===== src/rtl/sdes_pkg.sv =====
// Shared S-DES definitions: permutations, S-boxes and the FSM/mode encodings.
package sdes_pkg;

    typedef enum logic [1:0] {IDLE, ROUND, DONE} state_e;
    typedef enum logic {ENC = 1'b0, DEC = 1'b1} mode_e;

    // Entry index {row,col}, row = outer bits, col = inner bits
    localparam logic [31:0] S0_T = {
        2'd2, 2'd3, 2'd1, 2'd3, 2'd3, 2'd1, 2'd2, 2'd0,
        2'd0, 2'd1, 2'd2, 2'd3, 2'd2, 2'd3, 2'd0, 2'd1
    };
    localparam logic [31:0] S1_T = {
        2'd3, 2'd0, 2'd1, 2'd2, 2'd0, 2'd1, 2'd0, 2'd3,
        2'd3, 2'd1, 2'd0, 2'd2, 2'd3, 2'd2, 2'd1, 2'd0
    };

    function automatic logic [9:0] p10(input logic [9:0] k);
        return {k[7], k[5], k[8], k[3], k[6], k[0], k[9], k[1], k[2], k[4]};
    endfunction

    function automatic logic [7:0] p8(input logic [9:0] x);
        return {x[4], x[7], x[3], x[6], x[2], x[5], x[0], x[1]};
    endfunction

    function automatic logic [7:0] ip(input logic [7:0] d);
        return {d[6], d[2], d[5], d[7], d[4], d[0], d[3], d[1]};
    endfunction

    function automatic logic [7:0] iip(input logic [7:0] d);
        return {d[4], d[7], d[5], d[3], d[1], d[6], d[0], d[2]};
    endfunction

    function automatic logic [7:0] ep(input logic [3:0] r);
        return {r[0], r[3], r[2], r[1], r[2], r[1], r[0], r[3]};
    endfunction

    function automatic logic [3:0] p4(input logic [3:0] x);
        return {x[2], x[0], x[1], x[3]};
    endfunction

    function automatic logic [1:0] s0(input logic [3:0] x);
        logic [3:0] idx;
        idx = {x[3], x[0], x[2], x[1]};
        return S0_T[{idx, 1'b0} +: 2];
    endfunction

    function automatic logic [1:0] s1(input logic [3:0] x);
        logic [3:0] idx;
        idx = {x[3], x[0], x[2], x[1]};
        return S1_T[{idx, 1'b0} +: 2];
    endfunction

    function automatic logic [4:0] rotl5(input logic [4:0] x, input int n);
        logic [4:0] y;
        y = x;
        for (int s = 0; s < 4; s++)
            if (s < n) y = {y[3:0], y[4]};
        return y;
    endfunction

endpackage


===== src/rtl/sdes_round.sv =====
// One S-DES fk application on the permuted block, with swap unless last.
module sdes_round
    import sdes_pkg::*;
(
    input  logic [7:0] state,
    input  logic [7:0] subkey,
    input  logic       last,
    output logic [7:0] next
);

    logic [7:0] w_x;
    logic [3:0] w_f;
    logic [3:0] w_l;

    assign w_x  = ep(state[3:0]) ^ subkey;
    assign w_f  = p4({s0(w_x[7:4]), s1(w_x[3:0])});
    assign w_l  = state[7:4] ^ w_f;
    assign next = last ? {w_l, state[3:0]} : {state[3:0], w_l};

endmodule


===== src/rtl/sdes_core.sv =====
// Iterative S-DES core, one round per cycle, valid/ready on both sides.
// Define SDES_CORE_DECRYPT_EN to honour in_mode (reverse subkey order).
module sdes_core
    import sdes_pkg::*;
#(
    parameter int NUM_ROUNDS = 2
) (
    input  logic       clk,
    input  logic       rst_n,
    input  logic       in_valid,
    output logic       in_ready,
    input  logic       in_mode,
    input  logic [9:0] in_key,
    input  logic [7:0] in_data,
    output logic       out_valid,
    input  logic       out_ready,
    output logic [7:0] out_data,
    output logic       busy
);

    localparam int CW = $clog2(NUM_ROUNDS + 1);

    state_e        r_state;
    state_e        w_state_nxt;
    logic [CW-1:0] r_cnt;
    logic [CW-1:0] w_kidx;
    logic [7:0]    r_blk;
    logic [7:0]    r_out;
    logic          r_out_valid;
    logic [7:0]    r_subkey [NUM_ROUNDS];
    logic [7:0]    w_gen    [NUM_ROUNDS];
    logic [9:0]    w_p10;
    logic [7:0]    w_subkey;
    logic [7:0]    w_next;
    logic          w_last;
    logic          w_accept;

    assign in_ready  = rst_n && (r_state == IDLE);
    assign busy      = (r_state != IDLE);
    assign out_valid = r_out_valid;
    assign out_data  = r_out;
    assign w_accept  = in_valid && in_ready;
    assign w_last    = (r_cnt == CW'(NUM_ROUNDS - 1));
    assign w_p10     = p10(in_key);

    // Subkey i uses a cumulative rotation of 1 + 2*i positions
    always_comb begin
        for (int i = 0; i < NUM_ROUNDS; i++)
            w_gen[i] = p8({rotl5(w_p10[9:5], (1 + 2 * i) % 5),
                           rotl5(w_p10[4:0], (1 + 2 * i) % 5)});
    end

`ifdef SDES_CORE_DECRYPT_EN
    mode_e r_mode;

    always_ff @(posedge clk) begin
        if (!rst_n)
            r_mode <= ENC;
        else if (w_accept)
            r_mode <= mode_e'(in_mode);
    end

    assign w_kidx = (r_mode == DEC) ? CW'(NUM_ROUNDS - 1) - r_cnt : r_cnt;
`else
    logic w_unused_mode;
    assign w_unused_mode = in_mode;
    assign w_kidx        = r_cnt;
`endif

    always_comb begin
        w_subkey = '0;
        for (int i = 0; i < NUM_ROUNDS; i++)
            if (w_kidx == CW'(i)) w_subkey = r_subkey[i];
    end

    sdes_round u_round (
        .state  (r_blk),
        .subkey (w_subkey),
        .last   (w_last),
        .next   (w_next)
    );

    always_ff @(posedge clk) begin
        if (!rst_n)
            r_state <= IDLE;
        else
            r_state <= w_state_nxt;
    end

    always_comb begin
        w_state_nxt = r_state;
        unique case (r_state)
            IDLE:    if (w_accept) w_state_nxt = ROUND;
            ROUND:   if (w_last) w_state_nxt = DONE;
            DONE:    if (r_out_valid && out_ready) w_state_nxt = IDLE;
            default: w_state_nxt = IDLE;
        endcase
    end

    // DONE spends its first cycle registering IIP into the output stage
    always_ff @(posedge clk) begin
        if (!rst_n) begin
            r_cnt       <= '0;
            r_blk       <= '0;
            r_out       <= '0;
            r_out_valid <= 1'b0;
            for (int i = 0; i < NUM_ROUNDS; i++)
                r_subkey[i] <= '0;
        end else begin
            unique case (r_state)
                IDLE: begin
                    if (w_accept) begin
                        r_blk <= ip(in_data);
                        r_cnt <= '0;
                        for (int i = 0; i < NUM_ROUNDS; i++)
                            r_subkey[i] <= w_gen[i];
                    end
                end
                ROUND: begin
                    r_blk <= w_next;
                    r_cnt <= r_cnt + CW'(1);
                end
                DONE: begin
                    if (!r_out_valid) begin
                        r_out_valid <= 1'b1;
                        r_out       <= iip(r_blk);
                    end else if (out_ready) begin
                        r_out_valid <= 1'b0;
                    end
                end
                default: r_out_valid <= 1'b0;
            endcase
        end
    end

endmodule


===== config.mk =====
export PLATFORM = sky130hd
export DESIGN_NAME = sdes_core
export DESIGN_NICKNAME = d
export VERILOG_FILES = /design/src/rtl/sdes_pkg.sv /design/src/rtl/sdes_round.sv /design/src/rtl/sdes_core.sv
export SDC_FILE = /design/constraint.sdc
export NUM_CORES = 1
export LEC_CHECK = 0
export BUFFER_PORTS_ARGS = -buffer_cell sky130_fd_sc_hd__buf_4
export CAP_MARGIN = 20
export CELL_PAD_IN_SITES_DETAIL_PLACEMENT = 1
export CELL_PAD_IN_SITES_GLOBAL_PLACEMENT = 1
export CORE_ASPECT_RATIO = 1.25
export CORE_MARGIN = 10
export CORE_UTILIZATION = 38
export CTS_BUF_LIST = sky130_fd_sc_hd__clkbuf_4
export CTS_CLUSTER_DIAMETER = 100
export DETAILED_ROUTE_END_ITERATION = 10
export PLACE_DENSITY_LB_ADDON = 0.1
export SLEW_MARGIN = 20
export SYNTH_ARGS = -nofsm -noshare
export SYNTH_HDL_FRONTEND = slang
export SYNTH_SLANG_ARGS = --single-unit

===== constraint.sdc =====
create_clock -name clk -period 2.2 [get_ports clk]
set_input_delay 0.66 -clock clk [delete_from_list [all_inputs] [get_ports clk]]
set_output_delay 0.66 -clock clk [all_outputs]
set_load 0.005 [all_outputs]

# Word-level counts from Yosys, hierarchy flattened
# Memory sizes are Yosys's and may differ from the RTL's.
# Cells that the tools add are included.
totals:
  output_inout_bits: 11
  regBits: 21
  mem_bits_rw: 16
  n_memories: 1
  wordCells: 55
  inputBits: 23
op_classes:
  n_bitwise: 5
  add_sub_neg: 1
  shift: 2
  n_reduce_logical: 12
  n_eq_ne: 7
  n_mux: 21
mem_list:
  columns: ["name", "depth", "width", "read_ports", "rd_clocked_by_memory_dff", "wr", "line", "rtl"]
  rows:
  - ["r_subkey", 2, 8, 2, 0, 2, "sdes_core.sv:30", "logic [7:0] r_subkey [NUM_ROUNDS];"]
ops:
  columns: ["cell", "n"]
  rows:
  - ["$shiftx 32x6->2 const A", 2]
  - ["$mux 8", 6]
  - ["$pmux 8 s2", 1]
  - ["$mux 2", 4]
  - ["$xor 8x8->8", 1]
  - ["$mux 1", 7]
  - ["$ne 2x2->1 const B", 3]
  - ["$pmux 2 s3", 1]
  - ["$reduce_and 3->1", 2]
  - ["$eq 2x1->1 const B", 2]
  - ["$logic_not 2->1", 2]
  - ["$pmux 2 s2", 1]
  - ["$reduce_and 2->1", 2]
  - ["$reduce_bool 2->1", 2]
  - ["$xor 4x4->4", 1]
  - ["$logic_and 1x1->1", 3]
  - ["$add 2x1->2 const B", 1]
  - ["$eq 2x2->1 const B", 1]
  - ["$ne 2x1->1 const B", 1]
  - ["$or 1x1->1", 2]
  - ["$pmux 1 s2", 1]
  - ["$reduce_or 2->1", 1]
  - ["$not 1->1", 1]

# Depth between registers and ports, before layout
# Gate-level depths: netlist (run 1).
logic_depth:
  depth_word: 8
  ltp_mapped: 12
  depth_no_buf: 11

# Hierarchy
# Synthesis (run 1) repeated with hierarchy kept, for this count alone.
unflattened:
  hier_cells: 201
  hier_area_um2: 1811.7
modules_own_cells:
  columns: ["module", "seq_area_each_um2", "instances", "cells_each", "area_per_inst_um2"]
  rows:
  - ["sdes_core", 720.7, 1, 150, 1402.6]
  - ["sdes_round", 0.0, 1, 51, 409.1]

# Worst setup path after synthesis (run 1)
# OpenSTA, ideal clock, no wires.
synth_path:
  path_kind: "reg-to-reg"
  startpoint: "register r_cnt[0]"
  endpoint: "register r_blk[5]"
  t_required_ns: 2.130
  slack_ns: 0.069
  stages_incl_launch_ff: 13
  path_buffers: 1
  period_less_slack_ns: 2.131
  arrival_time_ns: 2.062
  setup_ns: 0.070
  path_cell_list: "dfxtp_1 -> inv_1 -> ha_1 -> buf_2 -> and3b_1 -> a21oi_1 -> xnor2_1 -> inv_1 -> ha_1 -> nand4_1 -> a31oi_1 -> o221ai_1 -> a21oi_1"
synth_via:
  elab_chain_cells: 8
  word_cells_on_any_way: 9
  cone_classes: "1 x eq/ne; 1 x shift; 4 x mux; 2 x bitwise; 1 x reduce/logical"
synth_lines:
  columns: ["item", "line", "rtl"]
  rows:
  - ["start: declaration", "sdes_core.sv:25", "logic [CW-1:0] r_cnt;"]
  - ["start signal: assignment", "sdes_core.sv:121", "r_cnt <= r_cnt + CW'(1);"]
  - ["$logic_not 2->1", "sdes_core.sv:73", "if (w_kidx == CW'(i)) w_subkey = r_subkey[i];"]
  - ["$mux 8 (2 in series)", "sdes_core.sv:73", null]
  - ["$xor 8x8->8", "sdes_round.sv:15", "assign w_x = ep(state[3:0]) ^ subkey;"]
  - ["$shiftx 32x6->2", "sdes_pkg.sv:50", "return S1_T[{idx, 1'b0} +: 2];"]
  - ["$xor 4x4->4", "sdes_round.sv:17", "assign w_l = state[7:4] ^ w_f;"]
  - ["$mux 8 *", "sdes_round.sv:18", "assign next = last ? {w_l, state[3:0]} : {state[3:0], w_l};"]
  - ["$pmux 8 s2 *", "sdes_core.sv:110", "unique case (r_state)"]
  - ["end signal: assignment", "sdes_core.sv:113", "r_blk <= ip(in_data);"]
  - ["end signal: assignment", "sdes_core.sv:120", "r_blk <= w_next;"]
  - ["end: declaration", "sdes_core.sv:27", "logic [7:0] r_blk;"]
# Every way passes the cells marked *; elsewhere a longest branch is shown, timed or not. The select of a mux whose other input is x is not followed.
# A chain may end at the register's enable or synchronous reset.

# Final worst setup path (run 1)
layout_path:
  startpoint: "register r_cnt[1]"
  endpoint: "register r_blk[3]"
layout_via:
  elab_chain_cells: 8
  word_cells_on_any_way: 11
  cone_classes: "2 x eq/ne; 1 x shift; 4 x mux; 2 x bitwise; 2 x reduce/logical"
layout_lines:
  columns: ["item", "line", "rtl"]
  rows:
  - ["$logic_not 2->1", "sdes_core.sv:73", null]
  - ["$mux 8 (2 in series)", "sdes_core.sv:73", null]
  - ["$xor 8x8->8", "sdes_round.sv:15", null]
  - ["$shiftx 32x6->2", "sdes_pkg.sv:44", "return S0_T[{idx, 1'b0} +: 2];"]
  - ["$xor 4x4->4", "sdes_round.sv:17", null]
  - ["$mux 8", "sdes_round.sv:18", null]
  - ["$pmux 8 s2", "sdes_core.sv:110", null]
# Parallel ways exist; a longest one is shown, timed or not. The select of a mux whose other input is x is not followed.

==> results of run 1 <==
## timing repair
item                                    CTS  global route
gates resized for setup                   8            18
buffers inserted                          0             6
endpoints found under the setup margin    8             8
hold buffers                              0             0
pin swaps                                 4            12
## worst paths after layout
check                    from          end  slack (ns)  depth (start not counted)
setup / recovery     r_cnt[1]     r_blk[3]        0.03                         10
hold / removal    out_data[5]  out_data[5]        0.51                          2
setup reg to reg     r_cnt[1]     r_blk[3]        0.03                         10
hold reg to reg   out_data[5]  out_data[5]        0.51                          2
## flip-flops by register name (all words and copies together), names as in the netlist
signal / flops
out_data: 8
out_valid: 1
r_state: 2
r_blk: 8
r_cnt: 2
r_subkey: 10
## cell usage after synthesis (2+ instances only)
master,count,share of area
and2_1,13,0.046
inv_1,6,0.013
and3_1,2,0.0071
nor2_1,16,0.034
buf_4,2,0.0085
nand2b_1,5,0.018
dfxtp_1,21,0.24
o21ai_0,7,0.020
o21a_1,2,0.0085
o221ai_1,2,0.010
a21o_1,2,0.0085
nor2b_1,5,0.018
o21ai_1,5,0.014
buf_2,2,0.0057
xnor2_1,5,0.025
o22ai_1,2,0.0071
nand2_1,21,0.045
nand3b_1,3,0.013
and3b_1,2,0.010
xor2_1,5,0.025
edfxtp_1,10,0.17
mux2_2,2,0.013
or2_1,3,0.011
nor3b_1,2,0.0085
a21oi_1,15,0.043
clkbuf_1,5,0.011
nor3_1,3,0.0085
ha_1,3,0.021
mux2i_1,12,0.068
## worst min-delay path, delay by kind of cell (launching register included)
kind,cells,cell delay (ns)
DFF,1,0.34
muxes,1,0.07
and+or+nand+nor,1,0.08
## cell families after synthesis
logic type,synth area share
AOI/OAI and AO/OA,0.167
xor gates and xnor gates,0.0498
adders and majority gates,0.0214
buffers and inverters,0.0399
DFF,0.410
muxes,0.0811
and+or+nand+nor,0.231
## stage by stage
stage / setup TNS [ns] / area [um^2] / utilization
after floorplan: 0 / 1760 / -
after global placement: -0.0292 / 2150 / 0.486
after detailed placement: -0.462 / 2150 / 0.486
after CTS: -0.0208 / 2250 / 0.507
after global routing: -0.510 / 2360 / 0.533
final: 0 / 2360 / 0.533
## final cells by class
type                    count  share of cell area
clock inverters             2             0.00371
clock buffers               6              0.0191
inverters                   6              0.0106
well taps                  58              0.0308
flip-flops and latches     31               0.308
repair buffers             55               0.178
multi-input cells         150               0.450
## report_power, final
part / internal [uW] / total, uW / leakage, uW / switching (uW)
combinational: 316 / 605 / 0.000692 / 289
sequential: 632 / 684 / 0.000278 / 51.8
clock: 132 / 332 / 0.0000331 / 200
total: 1080 / 1620 / 0.00100 / 541
## per-layer routing
metal,track usage,share of wire,up-vias,wire (um)
li1,-,-,789,-
met1,0.128,0.38,779,1950
met2,0.253,0.54,42,2780
met3,0.0401,0.051,14,264
met4,0.0694,0.036,0,187
met5,0,0,-,0
==> flow_summary.toml, run 1 <==
[sta]
fin_ws_ns = 0.0298
tightest_slew_ns = 0.481
fin_skew_ns = 0.0103
max_freq_ghz = 0.461
setup_violations = 0
post-route-min-period_ns = 2.17
slew_viol_final = 0
hold_violations = 0
rsz0062_at_grt = "true"
hold_slack_ns = 0.510
relSlewSlack = 0.679
finalCritPeriodShare = 0.986

[placement]
place.gp.congestion = 0.783
dp_cells = 294
place_ws_ns = -0.0980
port-buffer-count = 32
dp_hpwl_um = 3890

[finish]
final_cell_mix = "buf_4 (53), nand2_1 (21), dfxtp_1 (19)"
area_growth_syn_to_layout_pct = 34.2
fillers = 532
layout_commonest_cell = "buf_4"
drive_gt1_frac = 0.336
nets = 275
insertedDiodeCount = 0
seq_area_um2 = 726
multi_input_area_um2 = 1060
instances_no_fill = 308

[logic_synthesis]
synth_warnings = 0
yosysUniqueCellTypes = 43
synth_edf_count = 10
seq_area_frac_synth = 0.410
synth_nets = 223
synthesis.area_um2 = 1760
synth_area_per_cell_um2 = 8.92
ys_seq_elements = 31
post_synth_inst_count = 197
async_flop_share = 0
synth_ff_type = "dfxtp_1"

[critical_path]
worstPathArrival_ns = 2.42
critPathMaxFanout = 6
endpoint_kind = "flip-flop"
crit_buf_inv = 2
path_cells = "inv_4 > ha_4 > buf_4 > and2_1 > o21a_1 > or2_1 > o32ai_2 > xnor2_2 > a22oi_1 > a21oi_1"
crit_path_max_incr_delay_ns = 0.37
crit_family = "compound AO/OA/AOI/OAI gates"
startpoint_type = "flip-flop"
worstPathRequired_ns = 2.45
path_class = "reg2reg"
cpMaxStageDelayCell = "dfxtp_2"

[route]
remaining_drc_errors = 0
wire_per_inst_um = 16.8
drt-total-wl_um = 5180
antenna_left = 0
drt-initial-drc-count = 91
drt-vias-per-instance = 5.27
dr.pass1.iters = 4
vias = 1624

[pwr]
leakage_uw = 0.00100
report.power.total_uw = 1620
power_density_nw_per_um2 = 687
max-vdd-ir-drop_v = 0.000385

[global_route]
antenna_found_initial = 0
grt_max_degree = 14
grt_pass1_wl_um = 8120
grt_pass1_vias = 1753
grt-ovfl-total = 0
grt_util_all_layers = 0.135

[worst_hold_path]
min_path_type = "reg2reg"

[die]
core_area_um2 = 4430
num_rows = 27
top_level_ports = 34
dieArea_um2 = 7760
initial_core_util = 0.397
fp.dieW_um = 80.8
chipHeight_um = 96.0

[clocking]
htree_levels = 2
cts_tree = "yes"
path_clk_slew_ns = 0.10
clock_latency_ns = 0.35
cts_buffers = 5
ctsLongestPathBuffers = 2
cts.sink_count = 31
clockRootBuffer = "clkbuf_4"

[run]
drv_cap = 0

[outcome]
status = "completed"
Power figures use the tool's default switching activity.
==> run 2: changes to the inputs <==
- CORE_UTILIZATION: 38 -> 39
- SYNTH_HIERARCHICAL: default -> 1
==> flow_summary.toml, run 2 <==
[logic_synthesis]
async_flop_share = 0
synth_nets = 227
synth_warnings = 6
post_synth_inst_count = 201
synth.top_cell.area_share = 0.232
yosysUniqueCellTypes = 36
synth_top_area_cell = "dfxtp_1"
synthesis.area_um2 = 1810
synthMostInstantiatedCell = "nand2_1"
ys_seq_elements = 31
ys_top_cells_by_area = "dfxtp_1 (23%), edfxtp_1 (17%), mux2i_1 (5.5%)"
synth_area_per_cell_um2 = 9.01
synth_edf_count = 10
seq_area_frac_synth = 0.398
synthTopCellsByCount = "nand2_1 (23), dfxtp_1 (21), o21ai_0 (20)"
synth_ff_type = "dfxtp_1"

[sta]
rsz0062_at_grt = "true"
finalCritPeriodShare = 1.11
slew_viol_final = 0
fin_skew_ns = 0.00980
max_freq_ghz = 0.408
finalSetupTns_ns = -1.49
tightest_slew_ns = 0.482
hold_violations = 0
post-route-min-period_ns = 2.45
relSlewSlack = 0.679
setup_violations = 8
fin_ws_ns = -0.249

[critical_path]
path_class = "reg2reg"
path_common_cell = "buf_6"
crit_buf_inv = 4
crit_family = "compound AO/OA/AOI/OAI gates"
endpoint_kind = "flip-flop"
cpMaxStageDelayCell = "dfxtp_2"
worstPathRequired_ns = 2.44
startpoint_type = "flip-flop"
crit_path_max_incr_delay_ns = 0.35
path_cells = "inv_2 > buf_6 > ha_4 > buf_8 > nand2_2 > o21ai_4 > xnor2_2 > buf_6 > mux2_4 > o311ai_4 > o32a_1 > a22oi_2 > o21ai_1 > nor3_1"
critPathMaxFanout = 6
worstPathArrival_ns = 2.69

[finish]
multi_input_area_um2 = 1240
final_cell_mix = "buf_4 (54), dfxtp_1 (19), nand2_1 (18), nor2_1 (18), nor3_1 (14)"
fillers = 524
area_growth_syn_to_layout_pct = 41.9
seq_area_um2 = 723
layout_commonest_cell = "buf_4"
nets = 281
regMostFlops = "r_subkey"
drive_gt1_frac = 0.473
instances_no_fill = 314
insertedDiodeCount = 0
largest_reg_flops = 10

[global_route]
grt_pass1_vias = 1841
grt-ovfl-total = 0
antenna_found_initial = 0
grt_pass1_wl_um = 8790
grt_util_all_layers = 0.146
grt_max_degree = 19

[route]
wire_per_inst_um = 17.4
drt-total-wl_um = 5460
drt-initial-drc-count = 42
dr.pass1.iters = 4
antenna_left = 0
drt-vias-per-instance = 5.26
vias = 1651
remaining_drc_errors = 0

[outcome]
status = "complete, but fails checks"
violations = "negative setup slack"

[die]
top_level_ports = 34
fp.dieW_um = 81.0
initial_core_util = 0.406
chipHeight_um = 96.2
core_area_um2 = 4460
dieArea_um2 = 7790
num_rows = 27

[clocking]
ctsLongestPathBuffers = 2
cts_hold_buf = 0
cts_tree = "yes"
cts_buffers = 5
htree_levels = 2
clock_latency_ns = 0.34
clockRootBuffer = "clkbuf_4"
cts.sink_count = 31
path_clk_slew_ns = 0.11

[pwr]
p_sw_uw = 859
leakage_uw = 0.00107
power_density_nw_per_um2 = 895
seq_power_share = 0.324
p_int_uw = 1440
comb_power_share = 0.520
max-vdd-ir-drop_v = 0.000418
report.power.total_uw = 2300
p_clk_frac = 0.156
netSwitchingFraction = 0.374

[run]
drv_cap = 0

[placement]
port-buffer-count = 32
dp_hpwl_um = 3860
place.gp.congestion = 0.825
dp_cells = 298

[worst_hold_path]
min_path_type = "reg2reg"
run 2: final timing paths:
kind | from | endpoint | slack [ns] | cells after the start
worst min register to register | r_cnt[1] | r_cnt[1] | 0.49 | 2
worst max register to register | r_cnt[1] | r_blk[0] | -0.25 | 14
worst max-delay path | r_cnt[1] | r_blk[0] | -0.25 | 14
worst min-delay path | r_cnt[1] | r_cnt[1] | 0.49 | 2
run 2: routing by layer:
layer	track usage	routed length, um	up-vias	part of all wire
li1	-	-	798	-
met1	0.140	2110	806	0.39
met2	0.277	2950	37	0.54
met3	0.0522	291	10	0.053
met4	0.0520	106	0	0.019
met5	0	0	-	0
run 2: power groups by stage:
stage               Combinational, uW  Sequential (uW)  Clock (uW)
global placement                  829              736           0
detailed placement                883              743           0
floorplan                         631              718           0
finish                           1200              745         359
CTS                              1080              732         366
global route                     1300              756         398
run 2: per-stage QoR:
step / worst slack, ns / instance area (um^2) / utilization / hold slack [ns]
after CTS: -0.220 / 2450 / 0.549 / 0.497
after floorplan: -0.163 / 1860 / - / 0.454
after global placement: -0.187 / 2210 / 0.496 / 0.463
after detailed placement: -0.341 / 2210 / 0.496 / 0.483
final: -0.249 / 2570 / 0.576 / 0.492
after global routing: -0.408 / 2570 / 0.576 / 0.519
run 2: worst reg2reg max path, cell delays in order, from the launching register on:
cell and delay, ns:
dfxtp_2 0.35, inv_2 0.05, buf_6 0.11, ha_4 0.18, buf_8 0.15, nand2_2 0.08, o21ai_4 0.06, xnor2_2 0.13
buf_6 0.15, mux2_4 0.31, o311ai_4 0.25, o32a_1 0.21, a22oi_2 0.10, o21ai_1 0.16, nor3_1 0.07
run 2: logic make-up after synthesis:
group           share of synthesized area
buf+inv                            0.0497
xor+xnor                           0.0760
simple gates                        0.249
fa+ha+maj                          0.0207
compound gates                      0.108
mux                                0.0988
flops                               0.398
run 2: area by class of cell:
type | instances | share of cell area
Clock buffer | 7 | 0.0204
Tap cell | 58 | 0.0282
Sequential cell | 31 | 0.281
Multi-Input combinational cell | 154 | 0.484
Timing Repair Buffer | 58 | 0.177
Inverter | 5 | 0.00730
Clock inverter | 1 | 0.00195
run 2: repair_timing:
| item | CTS | global route |
|---|---|---|
| pin swaps | 13 | 16 |
| gates resized for setup | 29 | 23 |
| cloned | 0 | 0 |
| setup endpoints to repair | 8 | 8 |
| setup buffers | 7 | 1 |
==> run 3: changes to the inputs <==
- MAX_ROUTING_LAYER: default -> met4
==> flow_summary.toml, run 3 (synthesized netlist as in run 2, its figures left out) <==
[outcome]
status = "complete, but fails checks"
violations = "negative setup slack"

[sta]
hold_slack_ns = 0.491
slew_viol_final = 0
fin_skew_ns = 0.0108
rsz0062_at_grt = "true"
hold_violations = 0
relSlewSlack = 0.680
tightest_slew_ns = 0.480
finalSetupTns_ns = -1.38
post-route-min-period_ns = 2.43
setup_violations = 8
fin_ws_ns = -0.230
finalCritPeriodShare = 1.10
max_freq_ghz = 0.411

[global_route]
grt-ovfl-total = 0
antenna_found_initial = 0
grt_pass1_wl_um = 8790
grt_util_all_layers = 0.150
grt_pass1_vias = 1836
grt_max_degree = 19

[placement]
port-buffer-count = 32
dp_hpwl_um = 3860
place.gp.congestion = 0.837
placed_area_um2 = 2210
place_ws_ns = -0.341

[critical_path]
r2r_setup_slack_ns = -0.23
startpoint_type = "flip-flop"
r2r_end = "r_blk[0]"
worstPathRequired_ns = 2.44
worstPathArrival_ns = 2.67
reg2reg_from = "r_cnt[1]"
path_common_cell = "buf_6"
reg2regPathDepth = 14
crit_path_max_incr_delay_ns = 0.35
endpoint_kind = "flip-flop"
critPathMaxFanout = 6
path_cells = "inv_2 > buf_6 > ha_4 > buf_8 > nand2_2 > o21ai_4 > xnor2_2 > buf_6 > mux2_4 > o311ai_4 > o32a_1 > a22oi_2 > o21ai_1 > nor3_1"
path_class = "reg2reg"
cpMaxStageDelayCell = "dfxtp_2"

[die]
top_level_ports = 34
dieArea_um2 = 7790
initial_core_util = 0.406
fp.dieW_um = 81.0
chipHeight_um = 96.2
num_rows = 27
core_area_um2 = 4460

[route]
drt-vias-per-instance = 5.22
dr.pass1.iters = 4
remaining_drc_errors = 0
wire_per_inst_um = 17.4
vias = 1638
drt-total-wl_um = 5460
drt-initial-drc-count = 37
antenna_left = 0

[finish]
regMostFlops = "r_subkey"
fin_area_um2 = 2570
insertedDiodeCount = 0
area_growth_syn_to_layout_pct = 41.9
final_cell_mix = "buf_4 (54), dfxtp_1 (19), nand2_1 (18), nor2_1 (18), nor3_1 (14)"
nets = 281
largest_reg_flops = 10
layout_commonest_cell = "buf_4"
drive_gt1_frac = 0.473

[clocking]
cts_hold_buf = 0
ctsLongestPathBuffers = 2
htree_levels = 2
cts_tree = "yes"
path_clk_slew_ns = 0.11
clockRootBuffer = "clkbuf_4"
cts_buffers = 5
clock_latency_ns = 0.34
cts.sink_count = 31

[pwr]
report.power.total_uw = 2300
max-vdd-ir-drop_v = 0.000411
leakage_uw = 0.00107
power_density_nw_per_um2 = 893

[worst_hold_path]
min_delay_worst_endpoint = "r_cnt[1]"
min_path_type = "reg2reg"
hold-path-cell-count = 2
hp-start = "r_cnt[1]"

[run]
drv_cap = 0
## run 3: cell counts in the layout (fill, tap and decap cells not counted)
No cell type changed its count.
## run 3: how the worst max path moves through the flow
stage	slack, ns	to	from
2_1_floorplan	-0.16	r_blk[0]	r_cnt[1]
3_3_place_gp	-0.19	r_blk[0]	r_cnt[0]
3_5_place_dp	-0.34	r_blk[0]	r_cnt[0]
4_1_cts	-0.22	r_blk[2]	r_cnt[1]
5_1_grt	-0.41	r_blk[0]	r_cnt[1]
6_report	-0.23	r_blk[0]	r_cnt[1]
## run 3: worst max-delay path, delay by kind of cell, from the launching register on
kind	cells	cell delay, ns
buf+inv	4	0.45
fa+ha+maj	1	0.18
simple gates	2	0.13
xor+xnor	1	0.13
compound gates	5	0.78
mux	1	0.31
flops	1	0.35
## run 3: layout make-up
| cell class | instances | area, um^2 |
|---|---|---|
| multi-input cells | 154 | 1240 |
| repair buffers | 58 | 454 |
| fillers | 524 | 1890 |
| inverters | 5 | 18.8 |
| clock inverters | 1 | 5.00 |
| flip-flops and latches | 31 | 723 |
| well taps | 58 | 72.6 |
| clock buffers | 7 | 52.6 |
## run 3: through the flow
| stage | utilization | cells |
|---|---|---|
| floorplan | - | 201 |
| global placement | 0.496 | 298 |
| detailed placement | 0.496 | 298 |
| CTS | 0.549 | 313 |
| global route | 0.576 | 314 |
| finish | 0.576 | 314 |
## run 3: timing repair
action | 4_1_cts | 5_1_grt
endpoints found under the setup margin | 8 | 8
resized for setup | 29 | 23
pin swaps | 13 | 16
endpoints found under the hold margin | 0 | 0
buffers inserted | 7 | 1
## run 3: report_power, final
part           switching, uW  internal (uW)  total (uW)
Sequential              92.8            652         745
Combinational            554            639        1190
Clock                    208            149         357
## run 3: layer usage
| metal | vias up | GRT usage | part of all wire |
|---|---|---|---|
| li1 | 798 | - | - |
| met1 | 791 | 0.147 | 0.40 |
| met2 | 37 | 0.276 | 0.54 |
| met3 | 12 | 0.0420 | 0.039 |
| met4 | 0 | 0.0520 | 0.019 |
| met5 | - | - | 0 |
